==> config.mk <==
export PLATFORM = sky130hd
export DESIGN_NAME = rs_dpram_sched_flat
export DESIGN_NICKNAME = d
export VERILOG_FILES = /design/src/rtl/rs_dpram_sched_if.sv /design/src/rtl/rs_dpram_sched.sv /design/src/flat_wrapper.sv
export SDC_FILE = /design/constraint.sdc
export NUM_CORES = 1
export LEC_CHECK = 0
export ABC_AREA = 1
export BUFFER_PORTS_ARGS = -buffer_cell sky130_fd_sc_hd__buf_4
export CORE_AREA = 2 2 84 86
export DETAILED_ROUTE_END_ITERATION = 12
export DIE_AREA = 0 0 86 88
export GPL_TIMING_DRIVEN = 0
export PLACE_DENSITY = 0.82
export SYNTH_ARGS = -nofsm -noshare
export SYNTH_HDL_FRONTEND = slang
export SYNTH_SLANG_ARGS = --single-unit
==> constraint.sdc <==
create_clock -name CLK -period 1.9 [get_ports CLK]
set_clock_uncertainty 0.15 [all_clocks]
set_input_delay 0.57 -clock CLK [delete_from_list [all_inputs] [get_ports CLK]]
set_output_delay 0.57 -clock CLK [all_outputs]
set_load 0.005 [all_outputs]
==> src/rtl/rs_dpram_sched_if.sv <==
// Stream, RAM-port and status bundle for the RS decoder symbol-delay sequencer.
// Optional feature macro: RS_DPRAM_SCHED_ERR_EN adds the sticky err_sync status bit.
// master = stream source / RAM + status sink, slave = the sequencer itself.
interface rs_dpram_sched_if;

   logic       enable;
   logic       in_valid;
   logic       sync_in;
   logic       flush;
   logic [6:0] data_in;

   logic       ram_wren;
   logic [7:0] ram_wraddress;
   logic [6:0] ram_data;
   logic       ram_rden;
   logic [7:0] ram_rdaddress;

   logic       out_valid;
   logic       out_sync;
   logic       busy;

`ifdef RS_DPRAM_SCHED_ERR_EN
   logic       err_sync;

   modport master (
      output enable, in_valid, sync_in, flush, data_in,
      input  ram_wren, ram_wraddress, ram_data, ram_rden, ram_rdaddress,
      input  out_valid, out_sync, busy, err_sync
   );

   modport slave (
      input  enable, in_valid, sync_in, flush, data_in,
      output ram_wren, ram_wraddress, ram_data, ram_rden, ram_rdaddress,
      output out_valid, out_sync, busy, err_sync
   );
`else
   modport master (
      output enable, in_valid, sync_in, flush, data_in,
      input  ram_wren, ram_wraddress, ram_data, ram_rden, ram_rdaddress,
      input  out_valid, out_sync, busy
   );

   modport slave (
      input  enable, in_valid, sync_in, flush, data_in,
      output ram_wren, ram_wraddress, ram_data, ram_rden, ram_rdaddress,
      output out_valid, out_sync, busy
   );
`endif

endinterface

==> src/rtl/rs_dpram_sched.sv <==
// Sequencer for the RS decoder symbol-delay dual-port RAM: writes each accepted
// symbol, replays it DELAY accepted symbols later, frames out_sync every CW_LEN
// replayed symbols and drains the buffer on flush.
// Optional feature macro: RS_DPRAM_SCHED_ERR_EN adds a sticky err_sync flag for
// misaligned sync pulses and for symbols presented while draining.
module rs_dpram_sched #(
   parameter int DEPTH  = 143,
   parameter int DELAY  = 140,
   parameter int CW_LEN = 127
) (
   input logic CLK,
   input logic RESET,
   rs_dpram_sched_if.slave bus
);

   localparam logic [7:0] PTR_LAST = 8'(DEPTH - 1);
   localparam logic [7:0] OCC_FULL = 8'(DELAY);
   localparam logic [7:0] CNT_LAST = 8'(CW_LEN - 1);

   typedef enum logic [1:0] {IDLE, FILL, RUN, DRAIN} state_t;

   state_t     state_q, state_d;

   logic [7:0] wp_q, wp_d;
   logic [7:0] rp_q, rp_d;
   logic [7:0] occ_q, occ_d;
   logic [7:0] rd_cnt_q, rd_cnt_d;
   logic [7:0] wr_cnt_q, wr_cnt_d;

   logic       ram_wren_q, ram_wren_d;
   logic [7:0] ram_wraddress_q, ram_wraddress_d;
   logic [6:0] ram_data_q, ram_data_d;
   logic       ram_rden_q, ram_rden_d;
   logic [7:0] ram_rdaddress_q, ram_rdaddress_d;

   logic       p1_valid_q, p1_valid_d;
   logic       p1_sync_q, p1_sync_d;
   logic       p2_valid_q, p2_valid_d;
   logic       p2_sync_q, p2_sync_d;
   logic       out_valid_q, out_valid_d;
   logic       out_sync_q, out_sync_d;
   logic       busy_q, busy_d;

   logic       accept;
   logic       start;
   logic       do_read;
   logic [7:0] wr_base;
   logic [7:0] occ_wr;

   function automatic logic [7:0] ptr_inc(input logic [7:0] p);
      return (p == PTR_LAST) ? 8'd0 : p + 8'd1;
   endfunction

   function automatic logic [7:0] cnt_inc(input logic [7:0] c);
      return (c == CNT_LAST) ? 8'd0 : c + 8'd1;
   endfunction

   // A new stream restarts both pointers at 0, so the first write lands at address 0.
   assign accept  = bus.enable & bus.in_valid &
                    (((state_q == IDLE) & bus.sync_in) | (state_q == FILL) | (state_q == RUN));
   assign start   = accept & (state_q == IDLE);
   assign do_read = bus.enable &
                    (((state_q == RUN) & accept) | ((state_q == DRAIN) & (occ_q != 8'd0)));
   assign wr_base = start ? 8'd0 : wp_q;
   assign occ_wr  = start ? 8'd1 : occ_q + 8'd1;

   // State register.
   always_ff @(posedge CLK or negedge RESET) begin
      if (!RESET) state_q <= IDLE;
      else        state_q <= state_d;
   end

   // Next-state: flush wins over the fill-complete transition; a same-cycle symbol is still written.
   always_comb begin
      state_d = state_q;
      if (bus.enable) begin
         case (state_q)
            IDLE:    if (start) state_d = (occ_wr == OCC_FULL) ? RUN : FILL;
            FILL: begin
               if (bus.flush)                           state_d = DRAIN;
               else if (accept && occ_wr == OCC_FULL)   state_d = RUN;
            end
            RUN:     if (bus.flush) state_d = DRAIN;
            DRAIN:   if (occ_q <= 8'd1) state_d = IDLE;
            default: state_d = IDLE;
         endcase
      end
   end

   // Output/datapath: RAM port strobes, pointer and occupancy updates, and the 2-stage replay marker pipe.
   always_comb begin
      wp_d            = wp_q;
      rp_d            = rp_q;
      occ_d           = occ_q;
      rd_cnt_d        = rd_cnt_q;
      wr_cnt_d        = wr_cnt_q;
      ram_wren_d      = 1'b0;
      ram_wraddress_d = ram_wraddress_q;
      ram_data_d      = ram_data_q;
      ram_rden_d      = 1'b0;
      ram_rdaddress_d = ram_rdaddress_q;
      p1_valid_d      = p1_valid_q;
      p1_sync_d       = p1_sync_q;
      p2_valid_d      = p2_valid_q;
      p2_sync_d       = p2_sync_q;
      out_valid_d     = out_valid_q;
      out_sync_d      = out_sync_q;

      if (start) begin
         rp_d     = 8'd0;
         rd_cnt_d = 8'd0;
      end

      if (accept) begin
         ram_wren_d      = 1'b1;
         ram_wraddress_d = wr_base;
         ram_data_d      = bus.data_in;
         wp_d            = ptr_inc(wr_base);
         wr_cnt_d        = cnt_inc(start ? 8'd0 : wr_cnt_q);
         if (state_q != RUN) occ_d = occ_wr;
      end

      if (do_read) begin
         ram_rden_d      = 1'b1;
         ram_rdaddress_d = rp_q;
         rp_d            = ptr_inc(rp_q);
         rd_cnt_d        = cnt_inc(rd_cnt_q);
         if (state_q == DRAIN) occ_d = occ_q - 8'd1;
      end

      if (bus.enable) begin
         p1_valid_d  = do_read;
         p1_sync_d   = do_read & (rd_cnt_q == 8'd0);
         p2_valid_d  = p1_valid_q;
         p2_sync_d   = p1_sync_q;
         out_valid_d = p2_valid_q;
         out_sync_d  = p2_sync_q;
      end

      busy_d = (state_d != IDLE);
   end

   // Datapath and output registers; reset discards any buffered stream.
   always_ff @(posedge CLK or negedge RESET) begin
      if (!RESET) begin
         wp_q            <= 8'd0;
         rp_q            <= 8'd0;
         occ_q           <= 8'd0;
         rd_cnt_q        <= 8'd0;
         wr_cnt_q        <= 8'd0;
         ram_wren_q      <= 1'b0;
         ram_wraddress_q <= 8'd0;
         ram_data_q      <= 7'd0;
         ram_rden_q      <= 1'b0;
         ram_rdaddress_q <= 8'd0;
         p1_valid_q      <= 1'b0;
         p1_sync_q       <= 1'b0;
         p2_valid_q      <= 1'b0;
         p2_sync_q       <= 1'b0;
         out_valid_q     <= 1'b0;
         out_sync_q      <= 1'b0;
         busy_q          <= 1'b0;
      end else begin
         wp_q            <= wp_d;
         rp_q            <= rp_d;
         occ_q           <= occ_d;
         rd_cnt_q        <= rd_cnt_d;
         wr_cnt_q        <= wr_cnt_d;
         ram_wren_q      <= ram_wren_d;
         ram_wraddress_q <= ram_wraddress_d;
         ram_data_q      <= ram_data_d;
         ram_rden_q      <= ram_rden_d;
         ram_rdaddress_q <= ram_rdaddress_d;
         p1_valid_q      <= p1_valid_d;
         p1_sync_q       <= p1_sync_d;
         p2_valid_q      <= p2_valid_d;
         p2_sync_q       <= p2_sync_d;
         out_valid_q     <= out_valid_d;
         out_sync_q      <= out_sync_d;
         busy_q          <= busy_d;
      end
   end

`ifdef RS_DPRAM_SCHED_ERR_EN
   logic err_sync_q, err_sync_d;

   // Sticky error: sync seen away from codeword position 0, or a symbol offered while draining.
   always_comb begin
      err_sync_d = err_sync_q;
      if (accept && bus.sync_in && (state_q == FILL || state_q == RUN) && wr_cnt_q != 8'd0)
         err_sync_d = 1'b1;
      if (bus.enable && bus.in_valid && state_q == DRAIN)
         err_sync_d = 1'b1;
   end

   // Error flag register, cleared only by reset.
   always_ff @(posedge CLK or negedge RESET) begin
      if (!RESET) err_sync_q <= 1'b0;
      else        err_sync_q <= err_sync_d;
   end

   assign bus.err_sync = err_sync_q;
`else
   // Without the error option, misaligned syncs and symbols offered during drain are simply ignored.
`endif

   assign bus.ram_wren      = ram_wren_q;
   assign bus.ram_wraddress = ram_wraddress_q;
   assign bus.ram_data      = ram_data_q;
   assign bus.ram_rden      = ram_rden_q;
   assign bus.ram_rdaddress = ram_rdaddress_q;
   assign bus.out_valid     = out_valid_q;
   assign bus.out_sync      = out_sync_q;
   assign bus.busy          = busy_q;

endmodule
==> src/flat_wrapper.sv <==
// flat-port wrapper written by rule: the top's interface ports become plain ports
module rs_dpram_sched_flat 
#(
   parameter int DEPTH  = 143,
   parameter int DELAY  = 140,
   parameter int CW_LEN = 127
)
  (CLK, RESET, bus_enable, bus_in_valid, bus_sync_in, bus_flush, bus_data_in, bus_ram_wren, bus_ram_wraddress, bus_ram_data, bus_ram_rden, bus_ram_rdaddress, bus_out_valid, bus_out_sync, bus_busy);
  rs_dpram_sched_if bus_i ();
  input logic CLK;
  input logic RESET;
  input wire logic [$bits(bus_i.enable)-1:0] bus_enable;
  input wire logic [$bits(bus_i.in_valid)-1:0] bus_in_valid;
  input wire logic [$bits(bus_i.sync_in)-1:0] bus_sync_in;
  input wire logic [$bits(bus_i.flush)-1:0] bus_flush;
  input wire logic [$bits(bus_i.data_in)-1:0] bus_data_in;
  output wire logic [$bits(bus_i.ram_wren)-1:0] bus_ram_wren;
  output wire logic [$bits(bus_i.ram_wraddress)-1:0] bus_ram_wraddress;
  output wire logic [$bits(bus_i.ram_data)-1:0] bus_ram_data;
  output wire logic [$bits(bus_i.ram_rden)-1:0] bus_ram_rden;
  output wire logic [$bits(bus_i.ram_rdaddress)-1:0] bus_ram_rdaddress;
  output wire logic [$bits(bus_i.out_valid)-1:0] bus_out_valid;
  output wire logic [$bits(bus_i.out_sync)-1:0] bus_out_sync;
  output wire logic [$bits(bus_i.busy)-1:0] bus_busy;
  assign bus_i.enable = bus_enable;
  assign bus_i.in_valid = bus_in_valid;
  assign bus_i.sync_in = bus_sync_in;
  assign bus_i.flush = bus_flush;
  assign bus_i.data_in = bus_data_in;
  assign bus_ram_wren = bus_i.ram_wren;
  assign bus_ram_wraddress = bus_i.ram_wraddress;
  assign bus_ram_data = bus_i.ram_data;
  assign bus_ram_rden = bus_i.ram_rden;
  assign bus_ram_rdaddress = bus_i.ram_rdaddress;
  assign bus_out_valid = bus_i.out_valid;
  assign bus_out_sync = bus_i.out_sync;
  assign bus_busy = bus_i.busy;
  rs_dpram_sched #(.DEPTH(DEPTH), .DELAY(DELAY), .CW_LEN(CW_LEN)) u_core (.CLK(CLK), .RESET(RESET), .bus(bus_i));
endmodule
# ---- Word level (Yosys, flattened, before mapping)
# Index checks and enable logic that the tools add are counted.
dict set report word_totals {
  register_bits 66
  output_inout_bits 28
  wordCells 70
  input_bits 13
}
dict set report classes {
  bitwise 11
  n_lt_le_gt_ge 1
  reduce_logical 6
  muxes 22
  n_addsub 5
  eq_ne 8
}
# op n
set ops {}
lappend ops {{$mux W8} 12}
lappend ops {{$add A8 B1 Y8 const B} 4}
lappend ops {{$eq A8 B8 Y1 const B} 3}
lappend ops {{$mux W2} 7}
lappend ops {{$and A1 B1 Y1} 8}
lappend ops {{$eq A8 B7 Y1 const B} 1}
lappend ops {{$le A8 B1 Y1 const B} 1}
lappend ops {{$logic_not A8 Y1} 1}
lappend ops {{$pmux W2 S4} 1}
lappend ops {{$reduce_bool A8 Y1} 1}
lappend ops {{$sub A8 B1 Y8 const B} 1}
lappend ops {{$eq A2 B2 Y1 const B} 2}
lappend ops {{$reduce_bool A2 Y1} 2}
lappend ops {{$or A1 B1 Y1} 3}
lappend ops {{$eq A2 B1 Y1 const B} 1}
lappend ops {{$logic_not A2 Y1} 1}
lappend ops {{$mux W1} 2}
lappend ops {{$ne A2 B2 Y1 const B} 1}
lappend ops {{$logic_and A1 B1 Y1} 1}

# ---- Longest topological paths before layout
# Gate-level depths: netlist (run 1).
dict set report depth {
  word_depth 14
  ltp_mapped 16
  mapped_depth_nobuf 16
}

# ---- Worst setup path after synthesis (run 1)
# No wires, ideal clock.
dict set report synth_timing {
  kind {input to register}
  start {in bus_enable}
  end {reg u_core.wp_q[6]}
  path_slack_ps -237
  n_path_buf 2
  path_stages 14
  t_arrival_ps 1922
  required_time_ps 1685
  path_cell_list {buf_4 > nand2_2 > nor2_4 > nand3_4 > buf_6 > nand2_1 > inv_1 > ha_1 > nand2_1 > nor2_1 > nand2_1 > xor2_1 > nand2_1 > nand2_1}
}
dict set report synth_between {
  elab_chain_cells 6
  word_cells_on_any_way 7
  cone_classes {add/sub: 1; eq/ne: 1; mux: 2; bitwise: 3}
}
# item line_no
set synth_lines {}
lappend synth_lines {{from (decl)} flat_wrapper.sv:12} ;# input wire logic [$bits(bus_i.enable)-1:0] bus_enable;
lappend synth_lines {{$and A1 B1 Y1 * (2 in a row)} rs_dpram_sched.sv:59} ;# assign accept = bus.enable & bus.in_valid &
lappend synth_lines {{$and A1 B1 Y1 *} rs_dpram_sched.sv:61} ;# assign start = accept & (state_q == IDLE);
lappend synth_lines {{$mux W8 *} rs_dpram_sched.sv:64} ;# assign wr_base = start ? 8'd0 : wp_q;
lappend synth_lines {{net u_core.wr_base[1]} rs_dpram_sched.sv:47} ;# logic [7:0] wr_base;
lappend synth_lines {{$add A8 B1 Y8 / $eq A8 B8 Y1 (equally long branches)} rs_dpram_sched.sv:51} ;# return (p == PTR_LAST) ? 8'd0 : p + 8'd1;
lappend synth_lines {{$mux W8 *} rs_dpram_sched.sv:51}
lappend synth_lines {{to (signal assigned)} rs_dpram_sched.sv:164} ;# wp_q <= wp_d;
lappend synth_lines {{to (decl)} rs_dpram_sched.sv:24} ;# logic [7:0] wp_q, wp_d;
# Mark *: on every way through the listed nets, which the timed path passes. The rest lies on a longest branch.
# A chain may end at the register's enable or synchronous reset.

# ---- Worst setup path after layout (run 1)
dict set report layout_timing {
  start {reg u_core.occ_q[3]}
  end {reg u_core.busy_q (netlist: u_core.bus.busy)}
}
dict set report layout_between {
  elab_chain_cells 9
  word_cells_on_any_way 13
  cone_classes {add/sub: 1; order compare: 1; eq/ne: 1; mux: 8; reduce/logical: 2}
}
# item line_no
set layout_lines {}
lappend layout_lines {{from (decl)} rs_dpram_sched.sv:26} ;# logic [7:0] occ_q, occ_d;
lappend layout_lines {{from (signal assigned)} rs_dpram_sched.sv:148} ;# occ_q <= 8'd0;
lappend layout_lines {{from (signal assigned)} rs_dpram_sched.sv:166} ;# occ_q <= occ_d;
lappend layout_lines {{$add A8 B1 Y8} rs_dpram_sched.sv:65} ;# assign occ_wr = start ? 8'd1 : occ_q + 8'd1;
lappend layout_lines {{$mux W8} rs_dpram_sched.sv:65}
lappend layout_lines {{$eq A8 B8 Y1} {rs_dpram_sched.sv:78, rs_dpram_sched.sv:81}}
lappend layout_lines {{$logic_and A1 B1 Y1} rs_dpram_sched.sv:81} ;# else if (accept && occ_wr == OCC_FULL) state_d = RUN;
lappend layout_lines {{$mux W2} rs_dpram_sched.sv:81}
lappend layout_lines {{$mux W2} rs_dpram_sched.sv:80} ;# if (bus.flush) state_d = DRAIN;
lappend layout_lines {{$pmux W2 S4 *} rs_dpram_sched.sv:77} ;# case (state_q)
lappend layout_lines {{$mux W2 *} rs_dpram_sched.sv:76} ;# if (bus.enable) begin
lappend layout_lines {{$reduce_bool A2 Y1 *} rs_dpram_sched.sv:140} ;# busy_d = (state_d != IDLE);
lappend layout_lines {{net u_core.busy_d} rs_dpram_sched.sv:42} ;# logic busy_q, busy_d;
lappend layout_lines {{to (signal assigned)} rs_dpram_sched.sv:180} ;# busy_q <= busy_d;
lappend layout_lines {{to (decl)} rs_dpram_sched.sv:42}
# Marks and branches as above.

==> results of run 1 <==
-- critical path: stages, from the launching register on --
cell and delay [ns]:
dfrtp_1 0.52, nand2_1 0.17, nor2_1 0.23, a21oi_1 0.13, nor2_1 0.27, nand4_1 0.14
nand2_1 0.07, nand2_1 0.04, nand2_1 0.07, nand2_1 0.05, nand2_1 0.07, nand2_1 0.05
-- registers in the layout (all words and copies together), names as in the netlist, 2 cells and up --
signal                    cells
u_core.state_q                2
u_core.bus.ram_wraddress      8
u_core.occ_q                  8
u_core.rp_q                   8
u_core.rd_cnt_q               8
u_core.bus.ram_data           7
u_core.bus.ram_rdaddress      8
u_core.wp_q                   8
-- stage by stage --
step,total power [mW],area (um2),std cells
global route,7.37,4570,581
detailed placement,4.76,3820,540
finish,6.95,4570,581
global placement,4.67,3820,540
floorplan,3.91,3430,421
CTS,6.20,4180,569
-- Yosys cell counts (all sizes together) --
cell type / n / area [um2]
a21oi: 4 / 20.0
a31oi: 2 / 12.5
a41oi: 1 / 8.76
buf: 8 / 47.5
clkbuf: 2 / 7.51
dfrtp: 66 / 1650
ha: 10 / 125
inv: 57 / 214
nand2: 130 / 508
nand3: 17 / 97.6
nand3b: 1 / 7.51
nand4: 6 / 37.5
nor2: 31 / 129
nor3: 10 / 60.1
nor4: 1 / 6.26
o211ai: 2 / 15.0
o21ai: 42 / 210
o221ai: 2 / 17.5
o22ai: 13 / 81.3
o31ai: 2 / 15.0
xnor2: 2 / 17.5
xor2: 12 / 105
-- area by class of cell --
type	instances	area [um2]
clock buffers	11	151
clock inverters	5	37.5
well taps	80	100
flip-flops and latches	66	1660
inverters	57	234
multi-input cells	288	1800
plain buffers	9	72.6
fillers	467	2080
repair buffers	65	519
-- cell families (layout without fill, tap and decap cells) --
logic type | after synthesis | after routing
flops | 66 | 66
xor+xnor | 14 | 14
compound gates | 68 | 68
simple gates | 196 | 196
fa+ha+maj | 10 | 10
buf+inv | 67 | 147
-- report_power, final --
group          internal, mW  total, mW  leakage, nW  switching (mW)
combinational          1.47       3.38         1.28            1.91
sequential             1.96       2.41        0.853           0.456
clock                 0.549       1.15       0.0919           0.604
total                  3.97       6.95         2.23            2.97
-- metal layers --
layer  global-route usage [%]  vias to the layer above  wire length (um)  part of all wire [%]
met5                        0                        -                 0                     0
met4                     9.52                        0               388                   4.2
met3                     5.47                       43               459                   5.0
met2                     36.0                      129              4670                    51
met1                     27.3                     1555              3620                    40
li1                         -                     1502                 -                     -
-- worst min path at each step --
stage	from	end	slack (ns)	cells past startpoint
after CTS	RESET	u_core.bus.ram_wraddress[4]	0.19	1
after floorplan	RESET	u_core.bus.busy	0.12	0
final	RESET	u_core.bus.ram_wraddress[4]	0.14	1
after global routing	RESET	u_core.bus.ram_wraddress[4]	0.22	1
after detailed placement	u_core.bus.ram_data[2]	u_core.bus.ram_data[2]	0.32	2
after global placement	u_core.bus.ram_data[4]	u_core.bus.ram_data[4]	0.32	2
-- what timing repair did --
action | in CTS | in global routing
gates resized for setup | 17 | 87
setup endpoints to repair | 47 | 49
setup buffers | 13 | 13
pin swaps | 9 | 19
gates cloned | 0 | 1
==> results.sh, run 1 <==
export IMPL_status="finished with violations"
export IMPL_violations="setup timing"
export IMPL_ys_ff_latch=66
export IMPL_viasPerCell=5.56
export IMPL_antenna_found_initial=0
export IMPL_cp_max_fo=6
export IMPL_num_vias=3229
export IMPL_grt_setup_unrepaired="true"
export IMPL_synth_top_family_by_area="simple AND/OR/NAND/NOR gates"
export IMPL_fp_coreArea_um2=6640
export IMPL_ir_drop_v=0.000780
export IMPL_synth_compound_area_share_pct=11.2
export IMPL_tightest_slew_ns=0.815
export IMPL_cap_violations=0
export IMPL_setup_viol=10
export IMPL_clkLatencyLatePin_ns=0.36
export IMPL_ys_types=32
export IMPL_critPathLaunchType="flip-flop"
export IMPL_reg2reg_from="u_core.occ_q[3]"
export IMPL_rows=30
export IMPL_routed_wl_um=9130
export IMPL_ios=41
export IMPL_grt_max_degree=67
export IMPL_clockBufferDepth=2
export IMPL_dpl_hpwl_um=5080
export IMPL_rr_worst_depth=11
export IMPL_finalCriticalPeriod_ns=2.09
export IMPL_min_period_over_period_pct=110
export IMPL_layout_setup_ws_ns=-0.190
export IMPL_overflow=0
export IMPL_layout_drive_gt1_share_pct=32.3
export IMPL_pre_cts_ws_ns=-0.317
export IMPL_grt_pass1_vias=2806
export IMPL_yosys_warnings=0
export IMPL_h_tree_depth=3
export IMPL_cp_end_kind="flip-flop"
export IMPL_portBuffers=39
export IMPL_worstPathArrival_ns=2.19
export IMPL_synth_simple_area_share_pct=24.9
export IMPL_endpoint="u_core.bus.busy"
export IMPL_grt_pass1_wl_um=12800
export IMPL_clock_root_buffer="clkbuf_8"
export IMPL_finalCoreUtilization_pct=68.7
export IMPL_track_usage_pct=21.8
export IMPL_setup_tns_ns=-1.03
export IMPL_fmax_mhz=479
export IMPL_wl_per_cell_um=15.7
export IMPL_nNetsFinal=519
export IMPL_avgSynthCellArea_um2=8.06
export IMPL_crit_start="u_core.occ_q[3]"
export IMPL_first_pass_iters=6
export IMPL_crit_type="flip-flop to flip-flop"
export IMPL_clock_sinks=66
export IMPL_clkTransAtPathRegs_ns=0.08
export IMPL_synth_adder_area_share_pct=3.69
export IMPL_initial_core_util_pct=51.1
export IMPL_finalHoldViolCount=0
export IMPL_detail_route_antenna_nets=0
export IMPL_fp_dieW_um=86
export IMPL_final_common_cell="nand2_1"
export IMPL_drv_slew=0
export IMPL_r2r_end="u_core.bus.busy"
export IMPL_die_area_um2=7570
export IMPL_antenna_cells=0
export IMPL_synth_cell_area_um2=3390
export IMPL_p_leak_nw=2.23
export IMPL_numCtsBuffers=9
export IMPL_syn_inst=421
export IMPL_hold_buffers=0
export IMPL_slew_headroom_pct=45.6
export IMPL_drt_iter0_markers=160
export IMPL_hold_class="input pin to asynchronous set/reset pin"
export IMPL_syn_nets=444
export IMPL_syn_to_final_growth_pct=34.5
export IMPL_synth_xor_area_share_pct=3.61
export IMPL_r2r_slack_ns=-0.19
export IMPL_tritoncts="built"
export IMPL_drc=0
export IMPL_cp_required_ns=2.00
export IMPL_die_y_um=88
export IMPL_holdWs_ns=0.137
export IMPL_muxShareOfSynthArea_pct=0
export IMPL_yosysSeqAreaShare_pct=48.7
export IMPL_final_cell_mix="nand2_1 (100), dfrtp_1 (62), buf_4 (60)"
export IMPL_gp_congestion=0.917
export IMPL_p_per_area_nw_per_um2=1520
No activity file was read; power rests on OpenSTA's default activity.
==> run 2, diff against run 1 <==
- SETUP_SLACK_MARGIN: not set -> 0.3
==> results.sh, run 2 (synthesis results as in run 1) <==
export IMPL_rows=30
export IMPL_viasPerCell=6.14
export IMPL_clockBufferDepth=2
export IMPL_antenna_cells=0
export IMPL_final_cell_mix="nand2_1 (100), buf_4 (76), dfrtp_1 (61)"
export IMPL_grt_max_degree=67
export IMPL_grt_pass1_vias=3360
export IMPL_cap_violations=0
export IMPL_gp_congestion=0.875
export IMPL_layout_drive_gt1_share_pct=47.3
export IMPL_first_pass_iters=6
export IMPL_top_usage_layer="met2"
export IMPL_num_vias=3939
export IMPL_initial_core_util_pct=51.1
export IMPL_p_leak_nw=2.66
export IMPL_cp_cell_sequence="nand2_1 -> inv_2 -> nor2_4 -> nand3_4 -> nand2_4 -> inv_4 -> nand4_1 -> nor3_4 -> nand4_1 -> nand3b_1 -> nand2_1"
export IMPL_routed_wl_um=14000
export IMPL_layout_setup_ws_ns=-0.387
export IMPL_p_per_area_nw_per_um2=1630
export IMPL_tightest_slew_ns=0.854
export IMPL_drt_iter0_markers=442
export IMPL_detail_route_antenna_nets=0
export IMPL_path_delay_family="simple AND/OR/NAND/NOR gates"
export IMPL_drv_slew=0
export IMPL_clock_root_buffer="clkbuf_8"
export IMPL_setup_viol=31
export IMPL_hold_buffers=0
export IMPL_cp_max_fo=5
export IMPL_critPathBufInv=2
export IMPL_placed_area_um2=3880
export IMPL_hold_class="input pin to asynchronous set/reset pin"
export IMPL_cp_required_ns=2.00
export IMPL_dpl_cell_count=540
export IMPL_clock_sinks=66
export IMPL_cpPeakStageDelay_ns=0.47
export IMPL_cp_slowest_cell="dfrtp_1"
export IMPL_grtUsageMet3_pct=6.50
export IMPL_cp_end_kind="flip-flop"
export IMPL_fp_coreArea_um2=6640
export IMPL_ios=41
export IMPL_antenna_found_initial=0
export IMPL_min_period_over_period_pct=120
export IMPL_fmax_mhz=437
export IMPL_tritoncts="built"
export IMPL_worstPathArrival_ns=2.39
export IMPL_stdcell_area_um2=5530
export IMPL_grtUsageMet1_pct=30.6
export IMPL_setup_tns_ns=-4.47
export IMPL_die_area_um2=7570
export IMPL_grt_pass1_wl_um=15800
export IMPL_finalPower_mw=9.02
export IMPL_finalCriticalPeriod_ns=2.29
export IMPL_holdWs_ns=0.150
export IMPL_nNetsFinal=580
export IMPL_ir_drop_v=0.000985
export IMPL_met2_usage_pct=46.5
export IMPL_slew_headroom_pct=43.1
export IMPL_final_cells=642
export IMPL_portBuffers=39
export IMPL_drc=0
export IMPL_numCtsBuffers=9
export IMPL_status="finished with violations"
export IMPL_final_common_cell="nand2_1"
export IMPL_track_usage_pct=27.3
export IMPL_grt_setup_unrepaired="true"
export IMPL_dpl_hpwl_um=5130
export IMPL_syn_to_final_growth_pct=62.8
export IMPL_overflow=0
export IMPL_critPathLaunchType="flip-flop"
export IMPL_clkLatencyLatePin_ns=0.36
export IMPL_violations="setup timing"
export IMPL_h_tree_depth=3
export IMPL_wl_per_cell_um=21.8
export IMPL_crit_type="flip-flop to flip-flop"
export IMPL_fp_dieW_um=86
export IMPL_clkTransAtPathRegs_ns=0.08
export IMPL_finalHoldViolCount=0
export IMPL_die_y_um=88
## run 2: worst paths after layout
kind / from / end / slack (ns) / cells after the start
max: u_core.state_q[0] / u_core.wp_q[7] / -0.39 / 11
min: RESET / u_core.occ_q[4] / 0.15 / 1
max reg2reg: u_core.state_q[0] / u_core.wp_q[7] / -0.39 / 11
min reg2reg: u_core.wp_q[7] / u_core.wp_q[7] / 0.36 / 2
max in group asynchronous: RESET / u_core.occ_q[6] / 0.86 / 1
min in group CLK: bus_data_in[0] / u_core.bus.ram_data[0] / 0.27 / 3
## run 2: final cells by class
type                    instances  area [um2]
plain buffers                  10         143
inverters                      57         244
flip-flops and latches         66        1660
fillers                       298        1120
multi-input cells             288        2030
well taps                      80         100
clock inverters                 6        66.3
repair buffers                125        1150
clock buffers                  10         138
## run 2: where the power goes
group          internal, mW  switching, mW  leakage (nW)
combinational          2.48           2.73          1.72
clock                 0.641          0.630        0.0945
sequential             1.96          0.580         0.851
total                  5.08           3.94          2.66
## run 2: worst reg2reg max path, delay by kind of cell (launching register included)
family,cells,cell delay (ns)
DFF,1,0.47
buffers and inverters,2,0.20
and+or+nand+nor,9,1.35
## run 2: per-layer routing
layer | up-vias | share of wire, %
li1 | 1637 | -
met1 | 1889 | 34
met2 | 305 | 51
met3 | 108 | 7.6
met4 | 0 | 7.3
met5 | - | 0
## run 2: per-stage QoR
stage / worst slack (ns) / utilization [%]
final: -0.387 / 83.2
after global routing: -0.523 / 83.2
after CTS: -0.0430 / 72.2
after detailed placement: -0.297 / 58.3
after global placement: -0.286 / 58.3
after floorplan: -0.114 / -
## run 2: repair_timing
action                     CTS  global route
pin swaps                   20            32
gates cloned                 3             0
gates resized for setup    128            99
buffers inserted            35            48
setup endpoints to repair   83            88
